**src/rtl/fetch_unit.sv**
```systemverilog
// fetch_unit: instruction-fetch stage. It owns the PC, issues sequential reads
// to a 1-cycle-latency instruction memory, buffers the returned words in a
// 2-entry queue and hands them to decode over a valid/ready handshake. Taken
// branches redirect and flush; halt drains the stage and parks it.
module fetch_unit #(
    parameter int                  PC_WIDTH    = 8,
    parameter int                  INSTR_WIDTH = 32,
    parameter logic [PC_WIDTH-1:0] RESET_PC    = '0
) (
    input  logic                   clk,
    input  logic                   rst,
    output logic                   imem_en,
    output logic [PC_WIDTH-1:0]    imem_addr,
    input  logic [INSTR_WIDTH-1:0] imem_rdata,
    input  logic                   branch_taken,
    input  logic [PC_WIDTH-1:0]    branch_target,
    input  logic                   halt,
    output logic [INSTR_WIDTH-1:0] instr_out,
    output logic [PC_WIDTH-1:0]    instr_pc,
    output logic                   instr_valid,
    input  logic                   instr_ready,
    output logic                   halted
);

    typedef enum logic [1:0] {
        ST_RUN,
        ST_DRAIN,
        ST_HALTED
    } state_t;

    typedef struct packed {
        logic [PC_WIDTH-1:0]    pc;
        logic [INSTR_WIDTH-1:0] instr;
    } entry_t;

    state_t              state_q, state_d;
    logic [PC_WIDTH-1:0] fetch_pc_q, fetch_pc_d;
    logic                pending_q, pending_d;
    logic [PC_WIDTH-1:0] pending_pc_q, pending_pc_d;
    logic [1:0]          count_q, count_d;
    entry_t              q0_q, q0_d;   // queue head
    entry_t              q1_q, q1_d;   // second entry

    logic       pop;
    logic       issue;
    logic       write;
    logic [2:0] occupancy;
    logic [1:0] wr_slot;

    // Handshake and issue decision: a read may only go out if, after this
    // cycle's pop, the queue plus the outstanding read still leave a free slot.
    always_comb begin
        pop       = (count_q != 2'd0) && instr_ready;
        occupancy = {1'b0, count_q} + {2'b00, pending_q} - {2'b00, pop};
        issue     = (state_q == ST_RUN) && !halt && !branch_taken && (occupancy < 3'd2);
        write     = pending_q && !branch_taken;
        wr_slot   = count_q - {1'b0, pop};
    end

    // Next-state logic for PC, outstanding read, queue and FSM.
    always_comb begin
        // NOTE: every combinational output gets a default first so no path
        // leaves it unassigned, which would otherwise infer a latch.
        state_d      = state_q;
        fetch_pc_d   = fetch_pc_q;
        pending_d    = 1'b0;
        pending_pc_d = pending_pc_q;
        count_d      = count_q;
        q0_d         = q0_q;
        q1_d         = q1_q;

        if (branch_taken) begin
            // Redirect wins over everything; a same-cycle pop is still taken
            // by decode, but the queue and the arriving response are dropped.
            fetch_pc_d = branch_target;
            count_d    = 2'd0;
            state_d    = ST_RUN;
        end else begin
            if (issue) begin
                fetch_pc_d   = fetch_pc_q + PC_WIDTH'(1);
                pending_d    = 1'b1;
                pending_pc_d = fetch_pc_q;
            end

            if (pop) begin
                q0_d = q1_q;
            end
            if (write) begin
                if (wr_slot == 2'd0) begin
                    q0_d = '{pc: pending_pc_q, instr: imem_rdata};
                end else begin
                    q1_d = '{pc: pending_pc_q, instr: imem_rdata};
                end
            end
            count_d = count_q - {1'b0, pop} + {1'b0, write};

            unique case (state_q)
                ST_RUN:    if (halt) state_d = ST_DRAIN;
                ST_DRAIN:  if (count_d == 2'd0 && !pending_d) state_d = ST_HALTED;
                ST_HALTED: state_d = ST_HALTED;
                default:   state_d = ST_RUN;
            endcase
        end
    end

    // State registers; asynchronous reset returns the whole stage to idle.
    always_ff @(posedge clk or posedge rst) begin
        // NOTE: the queue storage is reset too, because instr_out/instr_pc
        // are defined to read zero out of reset.
        if (rst) begin
            state_q      <= ST_RUN;
            fetch_pc_q   <= RESET_PC;
            pending_q    <= 1'b0;
            pending_pc_q <= '0;
            count_q      <= 2'd0;
            q0_q         <= '0;
            q1_q         <= '0;
        end else begin
            // NOTE: non-blocking assignments so every register samples the
            // pre-edge values computed above, independent of statement order.
            state_q      <= state_d;
            fetch_pc_q   <= fetch_pc_d;
            pending_q    <= pending_d;
            pending_pc_q <= pending_pc_d;
            count_q      <= count_d;
            q0_q         <= q0_d;
            q1_q         <= q1_d;
        end
    end

    // Outputs: memory request and queue head.
    always_comb begin
        imem_en     = issue && !rst;
        imem_addr   = fetch_pc_q;
        instr_out   = q0_q.instr;
        instr_pc    = q0_q.pc;
        instr_valid = (count_q != 2'd0);
        halted      = (state_q == ST_HALTED);
    end

endmodule

```
**config.mk**
```make
export PLATFORM = sky130hd
export DESIGN_NAME = fetch_unit
export DESIGN_NICKNAME = d
export VERILOG_FILES = /design/src/rtl/fetch_unit.sv
export SDC_FILE = /design/constraint.sdc
export NUM_CORES = 1
export LEC_CHECK = 0
export BUFFER_PORTS_ARGS = -buffer_cell sky130_fd_sc_hd__buf_2
export CAP_MARGIN = 0
export CORE_MARGIN = 1
export CORE_UTILIZATION = 25
export DETAILED_ROUTE_END_ITERATION = 7
export GPL_TIMING_DRIVEN = 0
export MAX_ROUTING_LAYER = met4
export PLACE_DENSITY = 0.44
export SLEW_MARGIN = 20
export SYNTH_ARGS = -nofsm -noshare
export SYNTH_HDL_FRONTEND = slang
export SYNTH_SLANG_ARGS = --single-unit
```
**constraint.sdc**
```tcl
create_clock -name clk -period 3 [get_ports clk]
set_input_delay 0.15 -clock clk [delete_from_list [all_inputs] [get_ports clk]]
set_output_delay 0.15 -clock clk [all_outputs]
set_load 0.05 [all_outputs]
```
==> out/metrics.cfg <==
[status]
status=completed

[synth]
synth_area_sq_um=4413
synthCells=359
synth_top_area_cell=dfrtp_1
synth_fa_ha_area_frac=0.02438
ys.flop_type=dfrtp_1
ys_ff_latch=101
synthMuxAreaShare=0.1134
async_flop_share=1.000
synth_area_leaders=dfrtp_1, mux2_2, a221o_1, nor2b_1, nand2_1
synth-compound-area-share=0.1301
synth-simple-area-share=0.1128
yosysUniqueCellTypes=44
avgSynthCellArea_sq_um=12.29
synth.most_common_cell=dfrtp_1
yosysTopAreaCellShare=0.5727
synthXorXnorAreaFrac=0.005954
synth_commonest_cells=dfrtp_1, mux2_2, nand2_1
synth-edff-count=0
synthesis.nets=412
seq_area_frac_synth=0.5727
synth_top_family_by_area=compound AO/OA/AOI/OAI gates
yosysWarnings=0

[flow_run]
drv_cap=0

[final_layout]
fin_nets=522
fin_area_sq_um=5555
multi_input_area_sq_um=1707
final_core_util=0.3212
areaGrowthSynthToFinish_pct=25.89
drive_above_1_share=0.3671
seqCellArea_sq_um=2527
fillers=1789

[power]
power_density_nw_per_um2=1021
p_leak_nw=2.727
vdd_ir_drop_max_mv=0.5354

[clock_tree]
clk_latency_ps=350
clkSinkCount=101
clkSlewWorstSetupHoldPaths_ps=70
cts_tree=built
htreeDepth=3
ctsLongestPathBuffers=2
cts-root-buf=clkbuf_16
cts-buffers-inserted=9

[timing]
worst_slew_pin_slew_ps=936.5
finalCritPeriodShare=0.9212
finalHoldViolations=0
fmax_mhz=361.8
slew_headroom=0.3757
fin_worst_skew_ps=10.54
tns_ps=0
holdWs_ps=32.72
final_max_slew_viol_count=0
rsz0062_at_grt=no
setup_slack_ps=236.3
final.min_clock_period_ps=2764
setup_viol=0

[setup_path]
worstSetupStartpointType=flip-flop
worstSetupEndpointType=primary output
critPathKind=reg -> out
r2r_cells=7
cp_max_fo=18
required_ps=2850
cp.arrival_ps=2610

[placement]
port_buffers=95
postPlaceCellArea_sq_um=5202
gp_congestion=0.7556
place_ws_ps=249.3
hpwl_mm=7.820

[route]
drt_pass1_iterations=4
routed_wl_mm=11.30
wl_per_cell_um=16.14
postRouteAntennaNets=0
drt-initial-drc-count=160
drcViolationCount=0
vias=3207
routed_via_density=4.581

[global_route]
grt_pass1_wl_mm=17.79
gr-total-overflow=0
grt_pass1_vias=3293
grt_usage=0.1327
antenna_found_initial=0
grt_start_max_net_pins=70

[hold_path]
hold_path_depth=3
hp-class=in -> reg

[die]
row_count=48
core_area_sq_um=17300
boundaryPins=96
initial_utilization=0.2551
die_x_um=134.9
die_h_um=134.9
die_area_sq_um=18190

==> through the flow <==
stage          power (mW)  std cells
2_1_floorplan       3.866        359
3_3_place_gp        4.412        679
3_5_place_dp        4.468        680
4_1_cts             5.756        697
5_1_grt             6.001        699
6_report            5.674        700
==> what timing repair did <==
| action | CTS | global route |
|---|---|---|
| setup buffers | 0 | 2 |
| endpoints found under the hold margin | 33 | 0 |
| resized for setup | 1 | 0 |
| hold buffers | 2 | 0 |
| setup endpoints to repair | 1 | 1 |
==> kinds of logic after synthesis <==
kind of cell,after synthesis
adder cells (fa/ha/maj),8
flip-flops,101
XOR/XNOR,3
AND/OR/NAND/NOR,90
AO/OA/AOI/OAI,73
multiplexers,45
buffers and inverters,39
==> layout make-up <==
type | count | area share
Sequential cell | 101 | 0.4550
Multi-Input combinational cell | 219 | 0.3072
Inverter | 20 | 0.01441
Clock buffer | 11 | 0.04550
Timing Repair Buffer | 100 | 0.09730
Buffer | 18 | 0.01802
Clock inverter | 5 | 0.01149
Antenna cell | 1 | 0.0004505
Tap cell | 225 | 0.05068
==> per-layer routing <==
layer | vias up | share of wire | GRT usage
li1 | 1496 | - | -
met1 | 1618 | 0.49 | 0.1743
met2 | 86 | 0.45 | 0.1999
met3 | 7 | 0.051 | 0.03529
met4 | 0 | 0.0097 | 0.03933
met5 | - | 0 | -
==> sequential cells by signal, summed over array words and instances (netlist names) <==
| register | cells |
|---|---|
| count_q | 2 |
| instr_out | 32 |
| imem_addr | 8 |
| pending_pc_q | 8 |
| pending_q | 1 |
| state_q | 2 |
| q1_q | 40 |
| instr_pc | 8 |
==> cells in the final DEF (no fill, tap or decap), types with 4 or more instances in the layout <==
cell,n
a221o_1,29
clkbuf_16,9
a21oi_1,14
buf_2,102
buf_4,7
nand2b_1,5
ha_1,7
o21ai_0,6
inv_1,19
mux2_2,40
inv_6,4
mux2i_1,5
nor2b_1,26
o22ai_1,11
clkbuf_1,4
dfrtp_1,101
nor2_1,4
nand2_1,33
==> power by group <==
group / switching (mW) / total [mW] / internal [mW] / leakage [nW]
sequential: 0.297 / 2.14 / 1.85 / 1.30
clock: 0.543 / 1.25 / 0.702 / 0.153
combinational: 1.59 / 2.28 / 0.697 / 1.27
total: 2.43 / 5.67 / 3.25 / 2.73
==> worst paths after layout <==
| path | endpoint | slack, ps | from |
|---|---|---|---|
| setup / recovery | imem_en | 240 | count_q[0]$_DFF_PP0_ |
| hold / removal | instr_out[0]$_DFFE_PP0N_ | 30 | imem_rdata[0] |
| setup reg to reg | instr_pc[0]$_DFFE_PP0N_ | 320 | count_q[0]$_DFF_PP0_ |
| hold reg to reg | instr_out[11]$_DFFE_PP0N_ | 500 | q1_q[11]$_DFFE_PP0P_ |
| max in group asynchronous | instr_out[19]$_DFFE_PP0N_ | 2010 | rst |
| min in group asynchronous | imem_addr[3]$_DFFE_PP0P_ | 340 | rst |
==> worst max-delay path: stages, from the launching register on <==
cell and delay (ps):
dfrtp_1 420, nand3b_1 220, nand2_1 110, nand2_1 70, fa_1 540, nand4bb_4 130
or2_1 240, buf_2 220, nor2_1 120, buf_4 200
No activity file was read; power rests on OpenSTA's default activity.
